`config.mk`:
```
export PLATFORM = sky130hd
export DESIGN_NAME = dmem_io_sequencer
export DESIGN_NICKNAME = d
export VERILOG_FILES = /design/src/rtl/dmem_io_pkg.sv /design/src/rtl/dmem_io_rd_delay.sv /design/src/rtl/dmem_io_sequencer.sv
export SDC_FILE = /design/constraint.sdc
export NUM_CORES = 1
export LEC_CHECK = 0
export CAP_MARGIN = 25
export CORE_UTILIZATION = 44
export DETAILED_ROUTE_END_ITERATION = 7
export PLACE_DENSITY = 0.79
export SYNTH_ARGS = -nofsm -noshare
export SYNTH_HDL_FRONTEND = slang
export SYNTH_SLANG_ARGS = --single-unit
```
`constraint.sdc`:
```
create_clock -name clk -period 3.2 [get_ports clk]
set_input_delay 0.96 -clock clk [delete_from_list [all_inputs] [get_ports clk]]
set_output_delay 0.96 -clock clk [all_outputs]
set_load 0.02 [all_outputs]
```
`src/rtl/dmem_io_pkg.sv`:
```
// Shared types and constants for the dmem_io_sequencer load/run/unload block.
package dmem_io_pkg;

    localparam int DEF_DATA_W       = 16;
    localparam int DEF_ADDR_W       = 16;
    localparam int DEF_LOAD_WORDS   = 1000;
    localparam int DEF_UNLOAD_WORDS = 997;
    localparam int DEF_RD_LATENCY   = 1;

    localparam logic [1:0] MUX_CORES = 2'd0;
    localparam logic [1:0] MUX_LOAD  = 2'd1;
    localparam logic [1:0] MUX_READ  = 2'd2;

    typedef enum logic [2:0] {
        S_IDLE,
        S_LOAD,
        S_START_P,
        S_WAIT_END,
        S_RD_ADDR,
        S_RD_WAIT,
        S_RD_OUT
    } state_e;

endpackage

```
`src/rtl/dmem_io_rd_delay.sv`:
```
// Valid shift register: tap rises RD_LATENCY cycles after start, marking the
// cycle in which the memory read data for the presented address is valid.
module dmem_io_rd_delay #(
    parameter int RD_LATENCY = 1
) (
    input  logic clk,
    input  logic rst,
    input  logic start,
    output logic tap
);

    if (RD_LATENCY < 1 || RD_LATENCY > 4) begin : g_bad_latency
        $error("dmem_io_rd_delay: RD_LATENCY must be in 1..4");
    end

    logic [RD_LATENCY-1:0] pipe_q;
    logic [RD_LATENCY-1:0] pipe_d;

    always_comb begin
        pipe_d    = '0;
        pipe_d[0] = start;
        for (int i = 1; i < RD_LATENCY; i++) begin
            pipe_d[i] = pipe_q[i-1];
        end
    end

    always_ff @(posedge clk or posedge rst) begin
        if (rst) begin
            pipe_q <= '0;
        end else begin
            pipe_q <= pipe_d;
        end
    end

    assign tap = pipe_q[RD_LATENCY-1];

endmodule

```
`src/rtl/dmem_io_sequencer.sv`:
```
// Loads a word stream into data memory, pulses START, waits for END and
// streams the result region back. Optional macro: DMEM_IO_CYCLE_COUNT_EN.
module dmem_io_sequencer
    import dmem_io_pkg::*;
#(
    parameter int DATA_W       = DEF_DATA_W,
    parameter int ADDR_W       = DEF_ADDR_W,
    parameter int LOAD_WORDS   = DEF_LOAD_WORDS,
    parameter int UNLOAD_WORDS = DEF_UNLOAD_WORDS,
    parameter int RD_LATENCY   = DEF_RD_LATENCY
) (
    input  logic              clk,
    input  logic              RESET,
    input  logic              go,
    input  logic              in_valid,
    output logic              in_ready,
    input  logic [DATA_W-1:0] in_data,
    output logic              out_valid,
    input  logic              out_ready,
    output logic [DATA_W-1:0] out_data,
    output logic [1:0]        addr_mux_select,
    output logic [ADDR_W-1:0] current_addr,
    output logic [DATA_W-1:0] mem_data,
    output logic              write_from_tb,
    output logic [ADDR_W-1:0] ar_in,
    output logic              START,
    input  logic              END,
    input  logic [DATA_W-1:0] dmem_out_disp,
    output logic              busy,
    output logic              done
`ifdef DMEM_IO_CYCLE_COUNT_EN
    ,
    output logic [31:0]       cycle_count
`endif
);

    localparam longint MAX_WORDS = longint'(1) << ADDR_W;
    if (LOAD_WORDS > MAX_WORDS || UNLOAD_WORDS > MAX_WORDS) begin : g_bad_size
        $error("dmem_io_sequencer: word count exceeds address space");
    end

    // Last-index compares let a full 2^ADDR_W region run without the counter wrapping.
    localparam logic [ADDR_W-1:0] LD_LAST = ADDR_W'(LOAD_WORDS > 0 ? LOAD_WORDS - 1 : 0);
    localparam logic [ADDR_W-1:0] RD_LAST = ADDR_W'(UNLOAD_WORDS > 0 ? UNLOAD_WORDS - 1 : 0);

    state_e              state_q, state_d;
    logic [ADDR_W-1:0]   ld_cnt_q, ld_cnt_d;
    logic [ADDR_W-1:0]   rd_cnt_q, rd_cnt_d;
    logic [ADDR_W-1:0]   cur_addr_q, cur_addr_d;
    logic [DATA_W-1:0]   mem_data_q, mem_data_d;
    logic [DATA_W-1:0]   out_data_q, out_data_d;
    logic                wr_q, wr_d;
    logic                ld_last_q, ld_last_d;
    logic                rd_start;
    logic                rd_tap;

    dmem_io_rd_delay #(
        .RD_LATENCY(RD_LATENCY)
    ) u_rd_delay (
        .clk  (clk),
        .rst  (RESET),
        .start(rd_start),
        .tap  (rd_tap)
    );

    always_comb begin
        state_d         = state_q;
        ld_cnt_d        = ld_cnt_q;
        rd_cnt_d        = rd_cnt_q;
        cur_addr_d      = cur_addr_q;
        mem_data_d      = mem_data_q;
        out_data_d      = out_data_q;
        wr_d            = 1'b0;
        ld_last_d       = ld_last_q;
        in_ready        = 1'b0;
        out_valid       = 1'b0;
        addr_mux_select = MUX_CORES;
        ar_in           = '0;
        START           = 1'b0;
        done            = 1'b0;
        rd_start        = 1'b0;

        case (state_q)
            S_IDLE: begin
                if (go) begin
                    ld_cnt_d  = '0;
                    ld_last_d = 1'b0;
                    rd_cnt_d  = '0;
                    state_d   = (LOAD_WORDS == 0) ? S_START_P : S_LOAD;
                end
            end
            S_LOAD: begin
                addr_mux_select = MUX_LOAD;
                in_ready        = !wr_q;
                // Leave only once the final strobe has actually been presented.
                if (wr_q) begin
                    if (ld_last_q) state_d = S_START_P;
                end else if (in_valid) begin
                    mem_data_d = in_data;
                    cur_addr_d = ld_cnt_q;
                    wr_d       = 1'b1;
                    ld_last_d  = (ld_cnt_q == LD_LAST);
                    if (ld_cnt_q != LD_LAST) ld_cnt_d = ld_cnt_q + 1'b1;
                end
            end
            S_START_P: begin
                START   = 1'b1;
                state_d = S_WAIT_END;
            end
            S_WAIT_END: begin
                if (END) begin
                    if (UNLOAD_WORDS == 0) begin
                        done    = 1'b1;
                        state_d = S_IDLE;
                    end else begin
                        rd_cnt_d = '0;
                        state_d  = S_RD_ADDR;
                    end
                end
            end
            S_RD_ADDR: begin
                addr_mux_select = MUX_READ;
                ar_in           = rd_cnt_q;
                rd_start        = 1'b1;
                state_d         = S_RD_WAIT;
            end
            S_RD_WAIT: begin
                addr_mux_select = MUX_READ;
                ar_in           = rd_cnt_q;
                if (rd_tap) begin
                    out_data_d = dmem_out_disp;
                    state_d    = S_RD_OUT;
                end
            end
            S_RD_OUT: begin
                addr_mux_select = MUX_READ;
                ar_in           = rd_cnt_q;
                out_valid       = 1'b1;
                if (out_ready) begin
                    if (rd_cnt_q == RD_LAST) begin
                        done    = 1'b1;
                        state_d = S_IDLE;
                    end else begin
                        rd_cnt_d = rd_cnt_q + 1'b1;
                        state_d  = S_RD_ADDR;
                    end
                end
            end
            default: state_d = S_IDLE;
        endcase
    end

    always_ff @(posedge clk or posedge RESET) begin
        if (RESET) begin
            state_q    <= S_IDLE;
            ld_cnt_q   <= '0;
            rd_cnt_q   <= '0;
            cur_addr_q <= '0;
            mem_data_q <= '0;
            out_data_q <= '0;
            wr_q       <= 1'b0;
            ld_last_q  <= 1'b0;
        end else begin
            state_q    <= state_d;
            ld_cnt_q   <= ld_cnt_d;
            rd_cnt_q   <= rd_cnt_d;
            cur_addr_q <= cur_addr_d;
            mem_data_q <= mem_data_d;
            out_data_q <= out_data_d;
            wr_q       <= wr_d;
            ld_last_q  <= ld_last_d;
        end
    end

    assign current_addr  = cur_addr_q;
    assign mem_data      = mem_data_q;
    assign write_from_tb = wr_q;
    assign out_data      = out_data_q;
    assign busy          = (state_q != S_IDLE);

`ifdef DMEM_IO_CYCLE_COUNT_EN
    logic [31:0] cyc_cnt_q, cyc_cnt_d;

    always_comb begin
        cyc_cnt_d = cyc_cnt_q;
        if (state_q == S_START_P) begin
            cyc_cnt_d = '0;
        end else if (state_q == S_WAIT_END && cyc_cnt_q != '1) begin
            cyc_cnt_d = cyc_cnt_q + 1'b1;
        end
    end

    always_ff @(posedge clk or posedge RESET) begin
        if (RESET) begin
            cyc_cnt_q <= '0;
        end else begin
            cyc_cnt_q <= cyc_cnt_d;
        end
    end

    assign cycle_count = cyc_cnt_q;
`endif

endmodule
```
# Word level (Yosys, flattened, before mapping)

Index checks and enable logic that the tools add are counted.
W data, S select, Z words.

Flip-flop bits (word level): 86
Input port bits: 38
Output and inout bits: 72
Logic and storage cells: 76

$add $sub $neg: 2
Equality and inequality tests: 19
Muxes and demuxes: 33
Bitwise gates (word level): 1
Reductions and logical operators: 12

Operator list:

| operator                | number |
|---|---|
| $mux W16                | 8 |
| $pmux W16 S3            | 1 |
| $add A16 B1 Y16 const B | 2 |
| $eq A16 B10 Y1 const B  | 2 |
| $pmux W16 S2            | 1 |
| $mux W3                 | 7 |
| $pmux W3 S7             | 1 |
| $ne A2 B2 Y1 const B    | 9 |
| $ne A16 B10 Y1 const B  | 1 |
| $mux W1                 | 13 |
| $reduce_and A5 Y1       | 2 |
| $eq A3 B3 Y1 const B    | 3 |
| $eq A3 B2 Y1 const B    | 2 |
| $reduce_and A6 Y1       | 1 |
| $reduce_bool A3 Y1      | 2 |
| $pmux W2 S2             | 1 |
| $reduce_and A4 Y1       | 1 |
| $eq A3 B1 Y1 const B    | 1 |
| $logic_not A3 Y1        | 1 |
| $reduce_and A3 Y1       | 1 |
| $reduce_or A3 Y1        | 1 |
| $ne A2 B1 Y1 const B    | 1 |
| $pmux W1 S2             | 1 |
| $reduce_and A2 Y1       | 1 |
| other kinds (3)         | 3 |

# Logic depth before layout (Yosys ltp)

Depth after elaboration: 5
Gate-level depth with buffers: 8
Depth with buffers taken out: 6

# Cells and area by module

Synthesis repeated with hierarchy kept, for this count alone.

Cell total of the unflattened synthesis: 451
Area total of the unflattened synthesis: 4,145.2 sq um

Modules (own cells, without submodules):

| module            | instances | cells an instance | area an instance (sq um) | seq. area each (sq um) |
|---|---|---|---|---|
| dmem_io_sequencer | 1         | 449               | 4,116.4                  | 2,127.0 |
| dmem_io_rd_delay  | 1         | 2                 | 28.8                     | 25.0 |

# Least setup slack after synthesis

No wires, ideal clock.

Path type: flip-flop to output port
Start: reg state_q[0]
End: out ar_in[10]
Arrival: 1.593 ns
Required time: 2.240 ns
Setup slack: 0.647 ns
Stages on the path, launching flop included: 5
Buffers on the path: 2
Cells stage by stage: dfrtp_1 > buf_2 > a21boi_0 > clkbuf_1 > and2_1

Longest elaborated chain between the ends: 3
Elaborated cells between the ends (all ways): 5
Those cells by class: eq/ne: 3; mux: 1; reduce/logical: 1

RTL lines:

| element                        | line                     | source |
|---|---|---|
| from (decl)                    | dmem_io_sequencer.sv:46  | `state_e state_q, state_d;` |
| from (signal assigned)         | dmem_io_sequencer.sv:164 | `state_q <= state_d;` |
| $eq A3 B3 Y1                   | dmem_io_sequencer.sv:83  | `case (state_q)` |
| $reduce_or A3 Y1 (no line) (*) | n/a                      |  |
| $mux W16 (*)                   | dmem_io_sequencer.sv:83  |  |
| to (decl)                      | dmem_io_sequencer.sv:25  | `output logic [ADDR_W-1:0] ar_in,` |

Mark *: on every way between the ends. The rest lies on a longest branch, timed or not.

# Worst setup path after layout

Start: reg state_q[2]
End: out addr_mux_select[0]

Longest elaborated chain between the ends: 3
Elaborated cells between the ends (all ways): 6
Those cells by class: eq/ne: 4; mux: 1; reduce/logical: 1

RTL lines:

| element                    | line                    | source |
|---|---|---|
| $eq A3 B3 Y1               | dmem_io_sequencer.sv:83 |  |
| $reduce_or A3 Y1 (no line) | n/a                     |  |
| $pmux W2 S2 (*)            | dmem_io_sequencer.sv:83 |  |
| to (decl)                  | dmem_io_sequencer.sv:21 | `output logic [1:0] addr_mux_select,` |

Marked as above.

==> metrics <==
outcome complete, no violations; CP cell instances or3b_4 -> clkinv_2 -> clkdlybuf4s50_1; worst path bufs/invs 2; area grow syn2layout 35.3%; CTS max path bufs 2; crit path launch type flip-flop; largest fanout on the critical path 13; Seq/Total Area, Yosys 0.505; Final Skew 14.7 ps; Hold Path Stages 2; total track usage 0.213; Die Y 100 um; dpl hpwl 7.28 mm; fin crit period 3070 ps; Post-CTS Setup Inserts 0; Distinct cells, synth 52; Placed Instances 679; EDFF count, synth 0; Period Utilization, post-route 0.961; Antenna Nets Post-Route 0; DP Area 0.00553 mm2; Power Total about 4.2 mW; initial antenna violation count 0; Rows 35; Synthesis Warnings 0; slew margin rel. 0.410; crit path DAT 2110 ps; max-cap viol count 0; ANT cells 0; P_leak 2.78 nW; clock sinks 86; pre-CTS WS -77.2 ps; Final Instance Area around 0.0058 mm2; Via Count 3803; IO buf count 109; root buf cell clkbuf_8; total gr overflow 0; pin slew with the least headroom to its limit between 800 and 900 ps; Post-Synthesis Cells 451; TritonCTS Buffers 9; DR WL/cell 14.9 um; ys flop type dfrtp_1; DIE WIDTH 100 um; critical path's slowest cell clkdlybuf4s50_1; Final nets 602; drt drc 0; #FFs+latches synth 86; critical path class reg2out; Setup WS post-layout 126 ps; core area 0.00933 mm2; mapped cell area 0.00426 mm2; ys async rst share 1.00; Filler cells 791; Pwr per Cell Area just over 700 mW/mm2; first-pass detailed-route iteration total 5; largest net degree at the start of global routing 51; fmax 325 MHz; syn_nets between 400 and 500; critical path depth in cells 3; WL final between 10 and 15 mm; CP endpoint kind output pin; first-pass GRT wire length 17.0 mm; final setup vio count 0; Initial Util 0.457; Final Hold Viols 0; vias per cell 5.47; RSZ-0062 raised after global routing false; depth of the CTS H-tree 3; R2R cell count 7; Fin Hold WS 480 ps; Critical Path RT between 2000 and 2500 ps; HP Class reg2reg; critical path's top delay family buffers and inverters; layout cells sized above 1 0.120; TritonCTS clock tree done; CP max stage delay between 600 and 700 ps; Final Slew Violations 0; non-filler cells, final just under 700; vias in the first global route 3518; drt initial violations between 300 and 400; Skew-Pair Late Insertion Delay 340 ps; io pins 110; gp weighted congestion between 0.9 and 1; Mapped Avg Cell Area 9.44 um2; maximum vdd drop 0.000567 V; die area 0.0101 mm2; Worst-path clk slew 90 ps
==> what timing repair did <==
| action | CTS | global route |
|---|---|---|
| endpoints found under the setup margin | 1 | 16 |
| resized for setup | 1 | 16 |
| hold endpoints to repair | 0 | 0 |
| hold buffers | 0 | 0 |
==> cells by family (layout without fill, tap and decap cells) <==
logic type,Yosys count,after routing,share of synthesized area
and+or+nand+nor,209,209,0.242
AOI/OAI and AO/OA,93,93,0.149
DFF,86,86,0.505
buffers and inverters,41,156,0.0447
muxes,19,19,0.0499
adders and majority gates,3,3,0.00881
==> state kept, by name (all words and copies together) (netlist names) <==
signal / count
write_from_tb: 1
current_addr: 16
rd_cnt_q: 16
u_rd_delay.tap: 1
out_data: 16
ld_cnt_q: 16
state_q: 3
mem_data: 16
ld_last_q: 1
==> worst paths after layout <==
path | start | slack, ps | to
max in group asynchronous | RESET | 1490 | ld_cnt_q[5]$_DFFE_PP0P_
min in group asynchronous | RESET | 1020 | out_data[11]$_DFFE_PP0P_
worst min register to register | current_addr[8]$_DFFE_PP0P_ | 480 | current_addr[8]$_DFFE_PP0P_
worst max register to register | state_q[2]$_DFFE_PP0P_ | 1160 | ld_cnt_q[8]$_DFFE_PP0P_
worst max-delay path | state_q[2]$_DFFE_PP0P_ | 130 | addr_mux_select[0]
worst min-delay path | current_addr[8]$_DFFE_PP0P_ | 480 | current_addr[8]$_DFFE_PP0P_
==> stage by stage <==
stage	utilization	TNS (ps)
after floorplan	-	0
after global placement	0.592	-64.0
after detailed placement	0.592	-77.2
after CTS	0.614	0
after global routing	0.618	0
final	0.618	0
==> synth_stat cells (2+ instances only) <==
| cell type | instances | area [um2] |
|---|---|---|
| buf_2 | 9 | 45.0 |
| nand3_1 | 10 | 50.1 |
| and4b_1 | 2 | 20.0 |
| o21ai_0 | 15 | 75.1 |
| a31oi_1 | 33 | 206 |
| o21a_1 | 6 | 45.0 |
| nand4_1 | 14 | 87.6 |
| o211ai_2 | 2 | 25.0 |
| dfrtp_1 | 86 | 2150 |
| o21ai_1 | 3 | 15.0 |
| nor4b_1 | 2 | 17.5 |
| mux2_2 | 18 | 203 |
| nor3_1 | 5 | 25.0 |
| clkinv_2 | 2 | 10.0 |
| o21bai_1 | 2 | 15.0 |
| nor2_1 | 21 | 78.8 |
| nand2b_1 | 3 | 18.8 |
| ha_1 | 3 | 37.5 |
| nand2_1 | 107 | 402 |
| clkbuf_1 | 17 | 63.8 |
| nor4_1 | 5 | 31.3 |
| and2_1 | 20 | 125 |
| nand4b_1 | 2 | 17.5 |
| nor3b_1 | 3 | 22.5 |
| and3_1 | 2 | 12.5 |
| a31o_2 | 2 | 17.5 |
| buf_6 | 3 | 33.8 |
| or3_1 | 5 | 31.3 |
| a21oi_1 | 9 | 45.0 |
| a41oi_1 | 9 | 78.8 |
| inv_1 | 10 | 37.5 |
==> tightest hold or removal path, delay by kind of cell (launching register included) <==
kind	cells	cell delay, ps
flip-flops	1	350
AND/OR/NAND/NOR	2	100
==> metal layers <==
layer	wire, um	vias up	part of all wire	track usage
li1	-	1823	-	-
met1	4770	1799	0.46	0.304
met2	4640	172	0.45	0.330
met3	812	9	0.078	0.0362
met4	120	0	0.012	0.0680
met5	0	-	0	0
==> area by class of cell <==
type | count | area (um2) | share of cell area
multi-input combinational | 324 | 1920 | 0.333
sequential | 86 | 2150 | 0.373
timing repair buffer | 128 | 1280 | 0.223
clock buffer | 10 | 128 | 0.0221
inverter | 12 | 48.8 | 0.00847
tap | 129 | 161 | 0.0280
clock inverter | 6 | 71.3 | 0.0124
==> placed cells by master (no fill, tap or decap), types with 2 or more instances in the layout <==
cell | Yosys | layout
a21oi_1 | 9 | 9
a31o_2 | 2 | 2
a31oi_1 | 33 | 33
a41oi_1 | 9 | 9
and2_1 | 20 | 20
and3_1 | 2 | 2
and4b_1 | 2 | 2
buf_4 | 0 | 18
clkbuf_8 | 0 | 9
clkdlybuf4s50_1 | 0 | 92
clkinv_2 | 2 | 4
clkinv_4 | 0 | 2
dfrtp_1 | 86 | 86
dlymetal6s2s_1 | 0 | 16
ha_1 | 3 | 3
inv_1 | 10 | 9
mux2_2 | 18 | 18
nand2_1 | 107 | 107
nand2b_1 | 3 | 3
nand3_1 | 10 | 10
nand4_1 | 14 | 14
nand4b_1 | 2 | 2
nor2_1 | 21 | 21
nor3_1 | 5 | 5
nor3b_1 | 3 | 3
nor4_1 | 5 | 5
nor4b_1 | 2 | 2
o211ai_2 | 2 | 2
o21a_1 | 6 | 6
o21ai_0 | 15 | 15
o21ai_1 | 3 | 3
o21bai_1 | 2 | 2
or3_1 | 5 | 5
==> power breakdown <==
part / internal, mW / switching, mW
Combinational: 0.848 / 1.02
Sequential: 1.36 / 0.193
Clock: 0.368 / 0.394
Total: 2.58 / 1.61
No activity file was read; power rests on OpenSTA's default activity.
